[src/rtl/matmul_tile_sequencer_if.sv]
// rtl/matmul_tile_sequencer_if.sv - host, control, BRAM and array signals of the matmul tile sequencer
interface matmul_tile_sequencer_if #(
    parameter int AWIDTH = 7,
    parameter int KTW    = 4
);
    logic              host_wr_en;
    logic              host_rd_en;
    logic [1:0]        host_sel;
    logic [AWIDTH-1:0] host_addr;
    logic              host_ack;
    logic              start;
    logic [AWIDTH-1:0] a_base;
    logic [AWIDTH-1:0] b_base;
    logic [AWIDTH-1:0] c_base;
    logic [KTW-1:0]    k_tiles;
    logic [AWIDTH-1:0] a_addr;
    logic [AWIDTH-1:0] b_addr;
    logic [AWIDTH-1:0] c_addr;
    logic              a_we;
    logic              b_we;
    logic              c_we;
    logic              mm_valid;
    logic              mm_first;
    logic              mm_done;
    logic              busy;
    logic              done;
    logic              timeout;

    modport master (
        output host_wr_en, host_rd_en, host_sel, host_addr,
        output start, a_base, b_base, c_base, k_tiles, mm_done,
        input  host_ack, a_addr, b_addr, c_addr, a_we, b_we, c_we,
        input  mm_valid, mm_first, busy, done, timeout
    );

    modport slave (
        input  host_wr_en, host_rd_en, host_sel, host_addr,
        input  start, a_base, b_base, c_base, k_tiles, mm_done,
        output host_ack, a_addr, b_addr, c_addr, a_we, b_we, c_we,
        output mm_valid, mm_first, busy, done, timeout
    );
endinterface

[src/rtl/matmul_tile_sequencer.sv]
// rtl/matmul_tile_sequencer.sv - BRAM address sequencer arbitrating host access against tiled systolic compute
module matmul_tile_sequencer #(
    parameter int MAT_SIZE = 8,
    parameter int AWIDTH   = 7,
    parameter int KTW      = 4,
    parameter int WAIT_MAX = 255
) (
    input  logic                     clk,
    input  logic                     reset,
    matmul_tile_sequencer_if.slave   bus
);
    localparam int RW = (MAT_SIZE > 1) ? $clog2(MAT_SIZE) : 1;
    localparam logic [RW-1:0] ROW_LAST  = RW'(MAT_SIZE - 1);
    localparam logic [15:0]   WAIT_LAST = 16'(WAIT_MAX - 1);

    typedef enum logic [2:0] {
        S_IDLE,
        S_FETCH,
        S_WAIT,
        S_DRAIN,
        S_DONE
    } state_t;

    state_t            state;
    logic [RW-1:0]     row;
    logic [KTW-1:0]    tile;
    logic [KTW-1:0]    k_reg;
    logic [AWIDTH-1:0] c_base_reg;
    logic [15:0]       wait_cnt;

    logic              host_ack;
    logic [AWIDTH-1:0] a_addr;
    logic [AWIDTH-1:0] b_addr;
    logic [AWIDTH-1:0] c_addr;
    logic              a_we;
    logic              b_we;
    logic              c_we;
    logic              mm_valid;
    logic              mm_first;
    logic              busy;
    logic              done;
    logic              timeout;

    always_ff @(posedge clk) begin
        if (reset) begin
            state      <= S_IDLE;
            row        <= '0;
            tile       <= '0;
            k_reg      <= '0;
            c_base_reg <= '0;
            wait_cnt   <= '0;
            host_ack   <= 1'b0;
            a_addr     <= '0;
            b_addr     <= '0;
            c_addr     <= '0;
            a_we       <= 1'b0;
            b_we       <= 1'b0;
            c_we       <= 1'b0;
            mm_valid   <= 1'b0;
            mm_first   <= 1'b0;
            busy       <= 1'b0;
            done       <= 1'b0;
            timeout    <= 1'b0;
        end else begin
            host_ack <= 1'b0;
            a_we     <= 1'b0;
            b_we     <= 1'b0;
            c_we     <= 1'b0;
            done     <= 1'b0;
            case (state)
                S_IDLE: begin
                    // start wins over a same-cycle host request, which is dropped unacknowledged
                    if (bus.start) begin
                        timeout    <= 1'b0;
                        k_reg      <= bus.k_tiles;
                        c_base_reg <= bus.c_base;
                        if (bus.k_tiles == '0) begin
                            state <= S_DONE;
                            done  <= 1'b1;
                            busy  <= 1'b0;
                        end else begin
                            state    <= S_FETCH;
                            busy     <= 1'b1;
                            a_addr   <= bus.a_base;
                            b_addr   <= bus.b_base;
                            mm_valid <= 1'b1;
                            mm_first <= 1'b1;
                            row      <= '0;
                            tile     <= '0;
                        end
                    end else if (bus.host_wr_en || bus.host_rd_en) begin
                        host_ack <= 1'b1;
                        case (bus.host_sel)
                            2'd0: begin
                                a_addr <= bus.host_addr;
                                a_we   <= bus.host_wr_en;
                            end
                            2'd1: begin
                                b_addr <= bus.host_addr;
                                b_we   <= bus.host_wr_en;
                            end
                            2'd2: begin
                                c_addr <= bus.host_addr;
                                c_we   <= bus.host_wr_en;
                            end
                            default: ;
                        endcase
                    end
                end
                S_FETCH: begin
                    // tiles are contiguous rows, so the address simply advances by one per row
                    if (row == ROW_LAST) begin
                        row <= '0;
                        if (tile + KTW'(1) == k_reg) begin
                            state    <= S_WAIT;
                            mm_valid <= 1'b0;
                            mm_first <= 1'b0;
                            wait_cnt <= '0;
                        end else begin
                            tile     <= tile + KTW'(1);
                            mm_first <= 1'b0;
                            a_addr   <= a_addr + AWIDTH'(1);
                            b_addr   <= b_addr + AWIDTH'(1);
                        end
                    end else begin
                        row    <= row + RW'(1);
                        a_addr <= a_addr + AWIDTH'(1);
                        b_addr <= b_addr + AWIDTH'(1);
                    end
                end
                S_WAIT: begin
                    if (bus.mm_done) begin
                        state  <= S_DRAIN;
                        c_addr <= c_base_reg;
                        c_we   <= 1'b1;
                        row    <= '0;
                    end else if (wait_cnt == WAIT_LAST) begin
                        state   <= S_IDLE;
                        busy    <= 1'b0;
                        timeout <= 1'b1;
                    end else begin
                        wait_cnt <= wait_cnt + 16'd1;
                    end
                end
                S_DRAIN: begin
                    if (row == ROW_LAST) begin
                        state <= S_DONE;
                        done  <= 1'b1;
                        busy  <= 1'b0;
                    end else begin
                        row    <= row + RW'(1);
                        c_addr <= c_addr + AWIDTH'(1);
                        c_we   <= 1'b1;
                    end
                end
                S_DONE: begin
                    state <= S_IDLE;
                end
                default: begin
                    state <= S_IDLE;
                    busy  <= 1'b0;
                end
            endcase
        end
    end

    assign bus.host_ack = host_ack;
    assign bus.a_addr   = a_addr;
    assign bus.b_addr   = b_addr;
    assign bus.c_addr   = c_addr;
    assign bus.a_we     = a_we;
    assign bus.b_we     = b_we;
    assign bus.c_we     = c_we;
    assign bus.mm_valid = mm_valid;
    assign bus.mm_first = mm_first;
    assign bus.busy     = busy;
    assign bus.done     = done;
    assign bus.timeout  = timeout;
endmodule

[src/flat_wrapper.sv]
// flat-port wrapper written by rule: the top's interface ports become plain ports
module matmul_tile_sequencer_flat 
#(
    parameter int MAT_SIZE = 8,
    parameter int AWIDTH   = 7,
    parameter int KTW      = 4,
    parameter int WAIT_MAX = 255
)
  (clk, reset, bus_host_wr_en, bus_host_rd_en, bus_host_sel, bus_host_addr, bus_start, bus_a_base, bus_b_base, bus_c_base, bus_k_tiles, bus_mm_done, bus_host_ack, bus_a_addr, bus_b_addr, bus_c_addr, bus_a_we, bus_b_we, bus_c_we, bus_mm_valid, bus_mm_first, bus_busy, bus_done, bus_timeout);
  matmul_tile_sequencer_if #(.AWIDTH(AWIDTH), .KTW(KTW)) bus_i ();
  input  logic clk;
  input  logic reset;
  input wire logic [$bits(bus_i.host_wr_en)-1:0] bus_host_wr_en;
  input wire logic [$bits(bus_i.host_rd_en)-1:0] bus_host_rd_en;
  input wire logic [$bits(bus_i.host_sel)-1:0] bus_host_sel;
  input wire logic [$bits(bus_i.host_addr)-1:0] bus_host_addr;
  input wire logic [$bits(bus_i.start)-1:0] bus_start;
  input wire logic [$bits(bus_i.a_base)-1:0] bus_a_base;
  input wire logic [$bits(bus_i.b_base)-1:0] bus_b_base;
  input wire logic [$bits(bus_i.c_base)-1:0] bus_c_base;
  input wire logic [$bits(bus_i.k_tiles)-1:0] bus_k_tiles;
  input wire logic [$bits(bus_i.mm_done)-1:0] bus_mm_done;
  output wire logic [$bits(bus_i.host_ack)-1:0] bus_host_ack;
  output wire logic [$bits(bus_i.a_addr)-1:0] bus_a_addr;
  output wire logic [$bits(bus_i.b_addr)-1:0] bus_b_addr;
  output wire logic [$bits(bus_i.c_addr)-1:0] bus_c_addr;
  output wire logic [$bits(bus_i.a_we)-1:0] bus_a_we;
  output wire logic [$bits(bus_i.b_we)-1:0] bus_b_we;
  output wire logic [$bits(bus_i.c_we)-1:0] bus_c_we;
  output wire logic [$bits(bus_i.mm_valid)-1:0] bus_mm_valid;
  output wire logic [$bits(bus_i.mm_first)-1:0] bus_mm_first;
  output wire logic [$bits(bus_i.busy)-1:0] bus_busy;
  output wire logic [$bits(bus_i.done)-1:0] bus_done;
  output wire logic [$bits(bus_i.timeout)-1:0] bus_timeout;
  assign bus_i.host_wr_en = bus_host_wr_en;
  assign bus_i.host_rd_en = bus_host_rd_en;
  assign bus_i.host_sel = bus_host_sel;
  assign bus_i.host_addr = bus_host_addr;
  assign bus_i.start = bus_start;
  assign bus_i.a_base = bus_a_base;
  assign bus_i.b_base = bus_b_base;
  assign bus_i.c_base = bus_c_base;
  assign bus_i.k_tiles = bus_k_tiles;
  assign bus_i.mm_done = bus_mm_done;
  assign bus_host_ack = bus_i.host_ack;
  assign bus_a_addr = bus_i.a_addr;
  assign bus_b_addr = bus_i.b_addr;
  assign bus_c_addr = bus_i.c_addr;
  assign bus_a_we = bus_i.a_we;
  assign bus_b_we = bus_i.b_we;
  assign bus_c_we = bus_i.c_we;
  assign bus_mm_valid = bus_i.mm_valid;
  assign bus_mm_first = bus_i.mm_first;
  assign bus_busy = bus_i.busy;
  assign bus_done = bus_i.done;
  assign bus_timeout = bus_i.timeout;
  matmul_tile_sequencer #(.MAT_SIZE(MAT_SIZE), .AWIDTH(AWIDTH), .KTW(KTW), .WAIT_MAX(WAIT_MAX)) u_core (.clk(clk), .reset(reset), .bus(bus_i));
endmodule
[config.mk]
export PLATFORM = sky130hd
export DESIGN_NAME = matmul_tile_sequencer_flat
export DESIGN_NICKNAME = d
export VERILOG_FILES = /design/src/rtl/matmul_tile_sequencer_if.sv /design/src/rtl/matmul_tile_sequencer.sv /design/src/flat_wrapper.sv
export SDC_FILE = /design/constraint.sdc
export NUM_CORES = 1
export LEC_CHECK = 0
export BUFFER_PORTS_ARGS = -buffer_cell sky130_fd_sc_hd__buf_4
export CORE_ASPECT_RATIO = 1.4
export CORE_MARGIN = 1.5
export CORE_UTILIZATION = 54
export CTS_CLUSTER_DIAMETER = 40
export CTS_CLUSTER_SIZE = 40
export DETAILED_ROUTE_END_ITERATION = 8
export PLACE_DENSITY = 0.84
export SYNTH_ARGS = -nofsm -noshare
export SYNTH_HDL_FRONTEND = slang
export SYNTH_SLANG_ARGS = --single-unit
[constraint.sdc]
create_clock -name clk -period 2.4 [get_ports clk]
set_input_delay 0.12 -clock clk [delete_from_list [all_inputs] [get_ports clk]]
set_output_delay 0.12 -clock clk [all_outputs]
set_load 0.01 [all_outputs]
==> flow_summary.json <==
{
  "status": "complete, no violations",
  "busiest_layer": "met2",
  "drive_gt1_frac": 0.224,
  "overflow": 0,
  "min_from": "bus_c_base[1]",
  "finalClockSkew_ps": 6.21,
  "ys_seq_area_frac": 0.342,
  "crit_arrival_ps": 2470,
  "slowest_stage": "o311ai_2",
  "syn-num-nets": 539,
  "clock_latency_ps": 370,
  "max-slew-margin-rel": 0.568,
  "grt_use_met2": 0.492,
  "path_buf_inv": 0,
  "fin_ws_ps": 225,
  "drc": 0,
  "drtPass1Iterations": 5,
  "drv_slew": 0,
  "first_global_vias": 3656,
  "cp_num_cells": 6,
  "die_h_um": 104,
  "fp.dieArea_sq_mm": 0.00778,
  "async_flop_share": 0,
  "grt_max_degree": 32,
  "clock-sinks": 67,
  "synth_seq_cells": 67,
  "startpoint": "u_core.tile[0]$_SDFFE_PP0P_",
  "period_share": 0.906,
  "vias_per_cell": 6.07,
  "core-area_sq_mm": 0.00698,
  "pre_cts_ws_ps": 61.8,
  "timing.setup.tns_ps": 0,
  "antenna_found_initial": 0,
  "hold_viol": 0,
  "clock_path_buffers": 2,
  "synth_edf_count": 0,
  "largest_register_ffs": 16,
  "critPathCapture": "u_core.bus.a_addr[0]$_SDFFE_PP0P_",
  "drt_iter0_drc": 262,
  "cp.required_ps": 2700,
  "cp_max_fo": 7,
  "fin_nets": 614,
  "rsz0062_at_grt": "no",
  "start_util": 0.561,
  "wl_per_cell_um": 16.5,
  "portBuffers": 69,
  "cts_buffers": 9,
  "timing.fmax_mhz": 460,
  "syn_inst": 491,
  "drtAntennaViolNets": 0,
  "rr_worst_depth": 6,
  "p_leak_nw": 1.93,
  "cts_root_buf": "clkbuf_8",
  "synth_area_sq_mm": 0.00392,
  "r2r_end": "u_core.bus.a_addr[0]$_SDFFE_PP0P_",
  "ys.flop_type": "dfxtp_1",
  "period_needed_ps": 2170,
  "dp_hpwl_um": 7850,
  "criticalPathCategory": "flip-flop to flip-flop",
  "gr-usage-met1": 0.337,
  "grt_use_total": 0.290,
  "drt-total-wl_um": 11000,
  "final_cell_mix": "buf_4 (90), dfxtp_1 (67), a21oi_1 (66)",
  "holdCritPathClass": "input pin to flip-flop",
  "maxCapViolations": 0,
  "power_w": 0.00305,
  "setup_violations": 0,
  "grt_pass1_wl_um": 17300,
  "ios": 70,
  "power.density_mw_per_mm2": 628,
  "r2r_start": "u_core.tile[0]$_SDFFE_PP0P_",
  "tritoncts": "built",
  "postLayoutCoreUtil": 0.696,
  "antennaDiodeCount": 0,
  "crit_chain": "ha_1, xnor2_1, nand3_2, o311ai_2, o21ai_0, a21oi_1",
  "die_x_um": 75.0,
  "cts_setup_buffers": 0,
  "regMostFlops": "u_core.wait_cnt",
  "startpoint_type": "flip-flop",
  "vias": 4041,
  "end_kind": "flip-flop",
  "worstMarginPinSlew_ps": 639,
  "critical_path.top_delay_family": "compound AO/OA/AOI/OAI gates",
  "grtUsageMet3": 0.0379,
  "gp_congestion": 0.930,
  "path_clk_slew_ps": 80,
  "yosys_warnings": 0,
  "worst_ir_drop_vdd_uv": 542,
  "rows": 36,
  "critPathMaxStageDelay_ps": 600,
  "ys_types": 73,
  "synthToLayoutAreaGrowth_pct": 24.0,
  "r2r_slack_ps": 230,
  "layout_commonest_cell": "buf_4",
  "syn_area_per_cell_sq_um": 7.98,
  "h-tree-depth": 3
}
layout make-up:
| type | count | area (sq um) |
|---|---|---|
| clock buffers | 10 | 138 |
| well taps | 95 | 119 |
| repair buffers | 95 | 726 |
| inverters | 9 | 33.8 |
| fillers | 571 | 2130 |
| flip-flops and latches | 67 | 1340 |
| clock inverters | 6 | 88.8 |
| multi-input cells | 384 | 2410 |
metal layers:
| metal | vias to the layer above | wire length, um | part of all wire |
|---|---|---|---|
| met5 | - | 0 | 0 |
| met4 | 0 | 373 | 0.034 |
| met3 | 30 | 480 | 0.044 |
| met2 | 155 | 5750 | 0.52 |
| met1 | 1883 | 4370 | 0.40 |
| li1 | 1973 | - | - |
cells by family (layout without fill, tap and decap cells):
kind of cell / Yosys count / after routing / share of synthesized area
buffers and inverters: 40 / 120 / 0.0492
AND/OR/NAND/NOR: 193 / 193 / 0.266
XOR/XNOR: 6 / 6 / 0.0188
flip-flops: 67 / 67 / 0.342
adder cells (fa/ha/maj): 8 / 8 / 0.0256
multiplexers: 7 / 7 / 0.0182
AO/OA/AOI/OAI: 170 / 170 / 0.280
synthesized netlist by cell type, drive strengths merged (3+ instances only):
cell     n  share of area
nor3b   10          0.020
buf     12          0.019
and2     5         0.0083
and3    11          0.019
a311oi   7          0.019
nand4b   3         0.0067
o21bai   3         0.0057
o311ai   4          0.013
a21oi   66          0.084
inv      9         0.0086
xnor2    3         0.0086
o31ai    6          0.011
nand2   62          0.064
o22ai    5         0.0080
nand3   12          0.017
nor2    37          0.035
o211ai   5         0.0096
o21ai   32          0.041
mux2i    6          0.015
nor4     4          0.010
a21o     7          0.013
o211a    3         0.0077
nand3b   6          0.011
a221oi   3         0.0083
nor3    12          0.017
a31oi    8          0.013
nor2b    5         0.0080
nand4    8          0.017
ha       8          0.026
dfxtp   67           0.34
clkbuf  18          0.020
nand2b   9          0.014
a211oi   3         0.0057
per-stage QoR:
stage | hold slack, ps | instance area, sq um | std cells
6_report | 8.33 | 4860 | 666
5_1_grt | 11.5 | 4860 | 666
4_1_cts | 0.381 | 4840 | 666
3_5_place_dp | 331 | 4560 | 645
3_3_place_gp | 331 | 4560 | 645
2_1_floorplan | 192 | 3920 | 491
repair_timing:
item / CTS / global route
endpoints found under the setup margin: 0 / 8
hold buffers: 5 / 0
hold endpoints to repair: 5 / 0
resized for setup: 0 / 3
how the worst min path moves through the flow:
stage	depth (start not counted)	to	slack [ps]
floorplan	1	u_core.bus.a_we$_SDFF_PP0_	190
global placement	2	u_core.bus.a_we$_SDFF_PP0_	330
detailed placement	2	u_core.bus.a_we$_SDFF_PP0_	330
CTS	3	u_core.c_base_reg[1]$_SDFFE_PP0P_	0.4
global route	3	u_core.c_base_reg[1]$_SDFFE_PP0P_	10
finish	3	u_core.c_base_reg[1]$_SDFFE_PP0P_	8
worst reg2reg max path: stages (launching register included):
cell and delay [ps]:
dfxtp_1 350, ha_1 340, xnor2_1 230, nand3_2 230, o311ai_2 600, o21ai_0 180
a21oi_1 180
power by group:
| group | internal (W) | switching [W] | leakage (nW) |
|---|---|---|---|
| Clock | 0.000612 | 0.000460 | 0.108 |
| Sequential | 0.00119 | 0.0000717 | 0.546 |
| Combinational | 0.000311 | 0.000404 | 1.27 |
(Power assumes the default switching activity.)
